**config.mk**
```make
export PLATFORM = sky130hd
export DESIGN_NAME = mult_hilo_unit
export DESIGN_NICKNAME = d
export VERILOG_FILES = /design/src/rtl/mult_hilo_unit.sv
export SDC_FILE = /design/constraint.sdc
export NUM_CORES = 1
export LEC_CHECK = 0
export BUFFER_PORTS_ARGS = -buffer_cell sky130_fd_sc_hd__buf_2
export CAP_MARGIN = 15
export CORE_ASPECT_RATIO = 0.9
export CORE_MARGIN = 2
export CORE_UTILIZATION = 40
export DETAILED_ROUTE_END_ITERATION = 10
export GPL_ROUTABILITY_DRIVEN = 0
export PLACE_DENSITY_LB_ADDON = 0.12
export SYNTH_ARGS = -nofsm -noshare
export SYNTH_HDL_FRONTEND = slang
export SYNTH_SLANG_ARGS = --single-unit
```
**constraint.sdc**
```tcl
create_clock -name clk -period 1.6 [get_ports clk]
set_input_delay 0.16 -clock clk [delete_from_list [all_inputs] [get_ports clk]]
set_output_delay 0.16 -clock clk [all_outputs]
set_load 0.02 [all_outputs]
```
**src/rtl/mult_hilo_unit.sv**
```systemverilog
// HI/LO multiply sequencer: issues operands to an external combinational
// multiplier, waits LATENCY cycles, then captures the 64-bit product into HI/LO.
module mult_hilo_unit #(
  parameter int LATENCY = 2
) (
  input  logic        clk,
  input  logic        rst,
  input  logic        start,
  input  logic        sign,
  input  logic [31:0] op_a,
  input  logic [31:0] op_b,
  input  logic        flush,
  input  logic        hi_we,
  input  logic        lo_we,
  input  logic [31:0] wdata,
  output logic        mul_sign,
  output logic [31:0] mul_x,
  output logic [31:0] mul_y,
  input  logic [63:0] mul_res,
  output logic        busy,
  output logic        done,
  output logic [31:0] hi,
  output logic [31:0] lo
);

  typedef enum logic [1:0] {IDLE = 2'd0, CALC = 2'd1, DONE = 2'd2} state_t;

  localparam logic [2:0] CNT_INIT = 3'(LATENCY - 1);

  state_t      state_q, state_d;
  logic [2:0]  cnt_q, cnt_d;
  logic        sign_q, sign_d;
  logic [31:0] a_q, a_d, b_q, b_d;
  logic [31:0] hi_q, hi_d, lo_q, lo_d;
  logic        busy_q, done_q;

  always_comb begin
    state_d = state_q;
    cnt_d   = cnt_q;
    sign_d  = sign_q;
    a_d     = a_q;
    b_d     = b_q;
    hi_d    = hi_q;
    lo_d    = lo_q;
    if (hi_we) hi_d = wdata;
    if (lo_we) lo_d = wdata;
    if (flush) begin
      state_d = IDLE;
      cnt_d   = '0;
    end else begin
      unique case (state_q)
        IDLE, DONE: begin
          if (start) begin
            sign_d  = sign;
            a_d     = op_a;
            b_d     = op_b;
            cnt_d   = CNT_INIT;
            state_d = CALC;
          end else begin
            state_d = IDLE;
          end
        end
        CALC: begin
          if (cnt_q != 3'd0) begin
            cnt_d = cnt_q - 3'd1;
          end else begin
            // product overrides any same-edge direct write
            hi_d    = mul_res[63:32];
            lo_d    = mul_res[31:0];
            state_d = DONE;
          end
        end
        default: state_d = IDLE;
      endcase
    end
  end

  always_ff @(posedge clk) begin
    if (rst) begin
      state_q <= IDLE;
      cnt_q   <= '0;
      sign_q  <= 1'b0;
      a_q     <= '0;
      b_q     <= '0;
      hi_q    <= '0;
      lo_q    <= '0;
      busy_q  <= 1'b0;
      done_q  <= 1'b0;
    end else begin
      state_q <= state_d;
      cnt_q   <= cnt_d;
      sign_q  <= sign_d;
      a_q     <= a_d;
      b_q     <= b_d;
      hi_q    <= hi_d;
      lo_q    <= lo_d;
      busy_q  <= (state_d == CALC);
      done_q  <= (state_d == DONE);
    end
  end

  assign mul_sign = sign_q;
  assign mul_x    = a_q;
  assign mul_y    = b_q;
  assign busy     = busy_q;
  assign done     = done_q;
  assign hi       = hi_q;
  assign lo       = lo_q;

endmodule

```
# [Word level (Yosys, flattened, before mapping)]
# Index checks and enable logic that the tools add are counted.
[totals] output_inout_bits=131 n_memories=0 ff_bits=136 ramBits=0 inputBits=167 rom_bits=0 word_cells=39 latch_bits=0
[op_classes] mux=15 n_mul=0 add_sub_neg=1 magnitude_cmp=0 reduce_logical=7 shifts=0 n_div=0 eq_ne=6 n_bitwise=1
[ops] op="$mux 32" count=8
[ops] op="$mux 3" count=2
[ops] op="$pmux 3 s2" count=1
[ops] op="$reduce_and 3->1" count=2
[ops] op="$eq 2x1->1 const B" count=2
[ops] op="$eq 2x2->1 const B" count=2
[ops] op="$mux 2" count=2
[ops] op="$ne 2x2->1 const B" count=2
[ops] op="$pmux 2 s2" count=1
[ops] op="$reduce_or 2->1" count=2
[ops] op="$reduce_bool 3->1" count=1
[ops] op="$sub 3x1->3 const B" count=1
[ops] op="$logic_not 2->1" count=1
[ops] op="$reduce_bool 2->1" count=1
[ops] op="$mux 1" count=1
[ops] op="$not 1->1" count=1

# [Logic depth before layout (Yosys ltp)]
[logic_depth] depth_word=5 depth_mapped=8

# [Worst setup path before layout]
# Ideal clock, no wire load.
[synth_path] kind="reg-to-reg" startpoint="register cnt_q[0]" endpoint="register cnt_q[1]" path_buffers=1 required_time_ns=1.478 setup_ns=0.122 slack_ns=0.030 arrival_time_ns=1.448 stages_incl_launch_ff=8 cell_sequence="dfxtp_1 > inv_1 > ha_1 > ha_1 > or3b_1 > clkbuf_1 > a31oi_1 > nor2_1"
[synth_via] elab_chain_cells=3 word_cells_on_any_way=6 classes_between="1 x add/sub; 1 x eq/ne; 2 x mux; 2 x reduce/logical"
[synth_rtl] item="start, declared" line_no="31" source="logic [2:0] cnt_q, cnt_d;"
[synth_rtl] item="start signal, assigned" line_no="91" source="cnt_q <= cnt_d;"
[synth_rtl] item="$sub 3x1->3 or $reduce_bool 3->1 (tied branches)" line_no="65, 64"
[synth_rtl] item="$mux 3 or $ne 2x2->1 (tied branches)"
[synth_rtl] item="$pmux 3 s2 or $reduce_and 3->1 (tied branches)"
# Several ways; a longest one is shown, not always the timed one. The select of a mux whose other input is x is not followed.
# A chain may end at the register's enable or synchronous reset.

# [Final worst setup path]
[layout_path] startpoint="register cnt_q[0]" endpoint="register lo_q[16], in the netlist lo[16]"
[layout_via] elab_chain_cells=4
[layout_rtl] item="$reduce_bool 3->1" line_no="64" source="if (cnt_q != 3'd0) begin"
[layout_rtl] item="$mux 32" line_no="64"
[layout_rtl] item="$mux 32" line_no="51" source="unique case (state_q)"
[layout_rtl] item="$mux 32" line_no="47" source="if (flush) begin"
[layout_rtl] item="end signal, assigned" line_no="96" source="lo_q <= lo_d;"
[layout_rtl] item="end, declared" line_no="34" source="logic [31:0] hi_q, hi_d, lo_q, lo_d;"
# No other way between the ends.

==> out/results.ini <==
[logic_synthesis]
synth_cell_type_count=21
synth_seq_cells=136
synth.cell_area_sq_um=5340
mappedNetlistNets=768
synth_warnings=0
post_synth_inst_count=599
synthTopCellsByArea=dfxtp_1 51%, mux2i_1 12%, nand2_1 9.1%, a211oi_1 9.0%, a21oi_1 6.3%
yosysTopAreaCellShare_pct=51.0
synth.yosys.seq_area_share_pct=51.0
post-synth-top-area-cell=dfxtp_1
synth.avg_cell_area_sq_um=8.91

[timing]
max_slew.worst_pin.slew_ns=0.655
drv_slew=0
period_share_pct=98.5
endpoints_failing_hold=0
final.setup_skew_ns=0.00780
setup-tns-final_ns=0
period_minus_slack_ns=1.58
slew_headroom_pct=56.4
unrepaired_setup_endpoints_after_global_routing=yes
timing.final.setup_violations=0
max_freq_ghz=0.634

[placement]
dp.cells=1022
portBuffers=297
dpl_cell_area_sq_um=6940
place_hpwl_microns=11100

[clocking]
clock_tree.buffer_depth=2
cts_sinks=136
htree_num_levels=4
cts_buffers=17
clkTransAtPathRegs_ns=0.06
clk-insertion-delay-late_ns=0.41
cts_tree=done
cts.root.buffer_cell=clkbuf_16

[grt]
initial_antenna_violation_count=1
grt_max_degree=130
grt_util_all_layers_pct=23.7
wire_length_of_the_first_global_routing_pass_microns=27200
grt_pass1_vias=5576
grt-ovfl-total=0

[power]
irDropWorstVdd_v=0.000753
sw_frac_of_total_pct=24.0
power.density_cell_area_nw_per_um2=1100
seq_power_share_pct=39.3
clock_network_fraction_of_total_power_pct=45.9
cellLeakagePower_nw=4.08
power.internal_mw=7.13
comb_power_share_pct=14.8
power.switching_mw=2.25

[critical_path]
critical_path.endpoint_type=register
critical-path-slowest-cell=dfxtp_1
worst_path_arrival_ns=1.90
worst-endpoint-required_ns=1.92
critPathMostFrequentCell=ha_4
cp_num_buf_inv=3
worst_setup_path_start_kind=register
critical_path.max_fanout=18
r2r-start=cnt_q[0]
rr_endpoint=lo[16]
ff2ff_setup_slack_ns=0.02
max_stage_delay_ns=0.30
crit_family=buffers and inverters
crit_chain=inv_2 -> ha_4 -> ha_4 -> nand4bb_4 -> buf_6 -> bufbuf_16 -> a211oi_1
worstRegToRegCells=7
cp_class=register to register

[run]
drv_cap=0

[floorplanning]
floorplan.rows=40
die_area_sq_um=14300
floorplan.die.width_microns=126
io_pins=298
die_y_microns=114
core_region_area_sq_um=13200
initial_utilization_pct=40.4

[worst_hold_path]
min_to=mul_y[31]
min-delay-path-class=input port to register
hp-start=op_b[31]
worst_hold_path.num_cells=3

[routing]
drt-pass1-iter-count=5
drt_iter0_drc=232
dr_total_vias=5629
via_per_inst=5.01
wl_per_cell_microns=15.8
total_detailed_routing_wirelength_microns=17700
drtAntennaViolNets=0
drt_drc_violations_left=0

[finish]
final_util_pct=64.3
stdcell_area_sq_um=8500
final-instance-count-excl-fill=1123
area_growth_pct=59.2
num-nets-final=1111
ratio_of_cells_with_drive_above_1_in_the_final_layout_pct=39.1

[outcome]
run_status=complete, no violations

==> synthesized netlist by cell type, drive strengths merged <==
| library cell | count |
|---|---|
| dfxtp | 136 |
| nand2 | 130 |
| nor2 | 68 |
| a21oi | 67 |
| a211oi | 64 |
| mux2i | 64 |
| buf | 31 |
| clkbuf | 21 |
| a31oi | 3 |
| inv | 3 |
| ha | 2 |
| nor4b | 2 |
| or3b | 2 |
| nand2b | 1 |
| nand3b | 1 |
| nand4bb | 1 |
| nor3b | 1 |
| o21bai | 1 |
| or2 | 1 |
==> worst reg2reg max path: stages (launching register included) <==
cell and delay, ns:
dfxtp_1 0.30, inv_2 0.08, ha_4 0.14, ha_4 0.16, nand4bb_4 0.15, buf_6 0.17
bufbuf_16 0.29, a211oi_1 0.21
==> sequential cells by signal (all words and copies together) (netlist names) <==
name      flops
state_q       2
lo           32
done          1
hi           32
cnt_q         3
mul_y        32
mul_sign      1
busy          1
mul_x        32
==> layout make-up <==
| cell class | instances | area, sq um |
|---|---|---|
| timing repair buffer | 376 | 2420 |
| fill | 1105 | 4710 |
| multi-input combinational | 408 | 2480 |
| inverter | 3 | 11.3 |
| antenna | 2 | 5.00 |
| clock buffer | 22 | 484 |
| tap | 168 | 210 |
| clock inverter | 8 | 168 |
| sequential | 136 | 2720 |
==> cells by family after synthesis <==
kind of cell | synth area share [%]
AO/OA/AOI/OAI | 15.8
adder cells (fa/ha/maj) | 0.469
AND/OR/NAND/NOR | 15.3
multiplexers | 12.0
buffers and inverters | 5.46
flip-flops | 51.0
==> power by group through the flow <==
| stage | clock (mW) | combinational (mW) | sequential (mW) |
|---|---|---|---|
| floorplan | 0 | 0.450 | 3.99 |
| global placement | 0 | 1.18 | 3.75 |
| detailed placement | 0 | 1.20 | 3.75 |
| CTS | 4.40 | 1.36 | 3.68 |
| global route | 4.55 | 1.49 | 3.71 |
| finish | 4.31 | 1.39 | 3.69 |
==> cells in the final DEF, fill, tap and decap left out, types with 2 or more instances in the layout <==
master         Yosys  final
clkbuf_8           0      4
a211oi_1          64     42
buf_12             0      7
clkbuf_16          0     19
bufinv_16          0      5
diode_2            0      2
buf_2             20    296
a211oi_2           0     22
ha_4               0      2
a21oi_1           67     67
inv_2              0      2
clkinv_2           0      2
dfxtp_1          136    136
a31oi_1            3      3
dlygate4sd3_1      0     63
nor2_1            68     68
nor4b_1            2      2
buf_4              6      5
bufbuf_16          0      2
mux2i_1           64     64
nand2_1          130    130
==> through the flow <==
step	total power [mW]	worst slack, ns	hold WS [ns]
after global placement	4.93	0.00995	0.401
after global routing	9.75	-0.0350	0.00813
after CTS	9.44	0.00778	0.00507
after detailed placement	4.95	-0.0485	0.406
after floorplan	4.44	0.0296	0.296
final	9.38	0.0235	0.0155
==> metal layers <==
metal,vias to the layer above,global-route usage (%),share of wire [%]
met1,2628,26.5,40
li1,2738,-,-
met2,227,41.5,50
met5,-,0,0
met4,0,10.3,2.5
met3,36,7.65,7.6
==> repair_timing <==
action | 4_1_cts | 5_1_grt
gates resized for setup | 16 | 14
endpoints found under the setup margin | 9 | 53
buffers inserted | 2 | 0
cloned | 2 | 2
hold endpoints to repair | 63 | 0
hold buffers | 63 | 0
pin swaps | 2 | 2
==> how the worst max path moves through the flow <==
stage          slack, ns  startpoint  cells after the start        to
2_1_floorplan       0.03    cnt_q[0]                      7  cnt_q[1]
3_3_place_gp        0.01    cnt_q[0]                      6  cnt_q[1]
3_5_place_dp       -0.05    cnt_q[0]                      6  cnt_q[1]
4_1_cts            0.008    cnt_q[1]                      7    hi[14]
5_1_grt            -0.03    cnt_q[1]                      8    lo[29]
6_report            0.02    cnt_q[0]                      7    lo[16]
(Power assumes the default switching activity.)
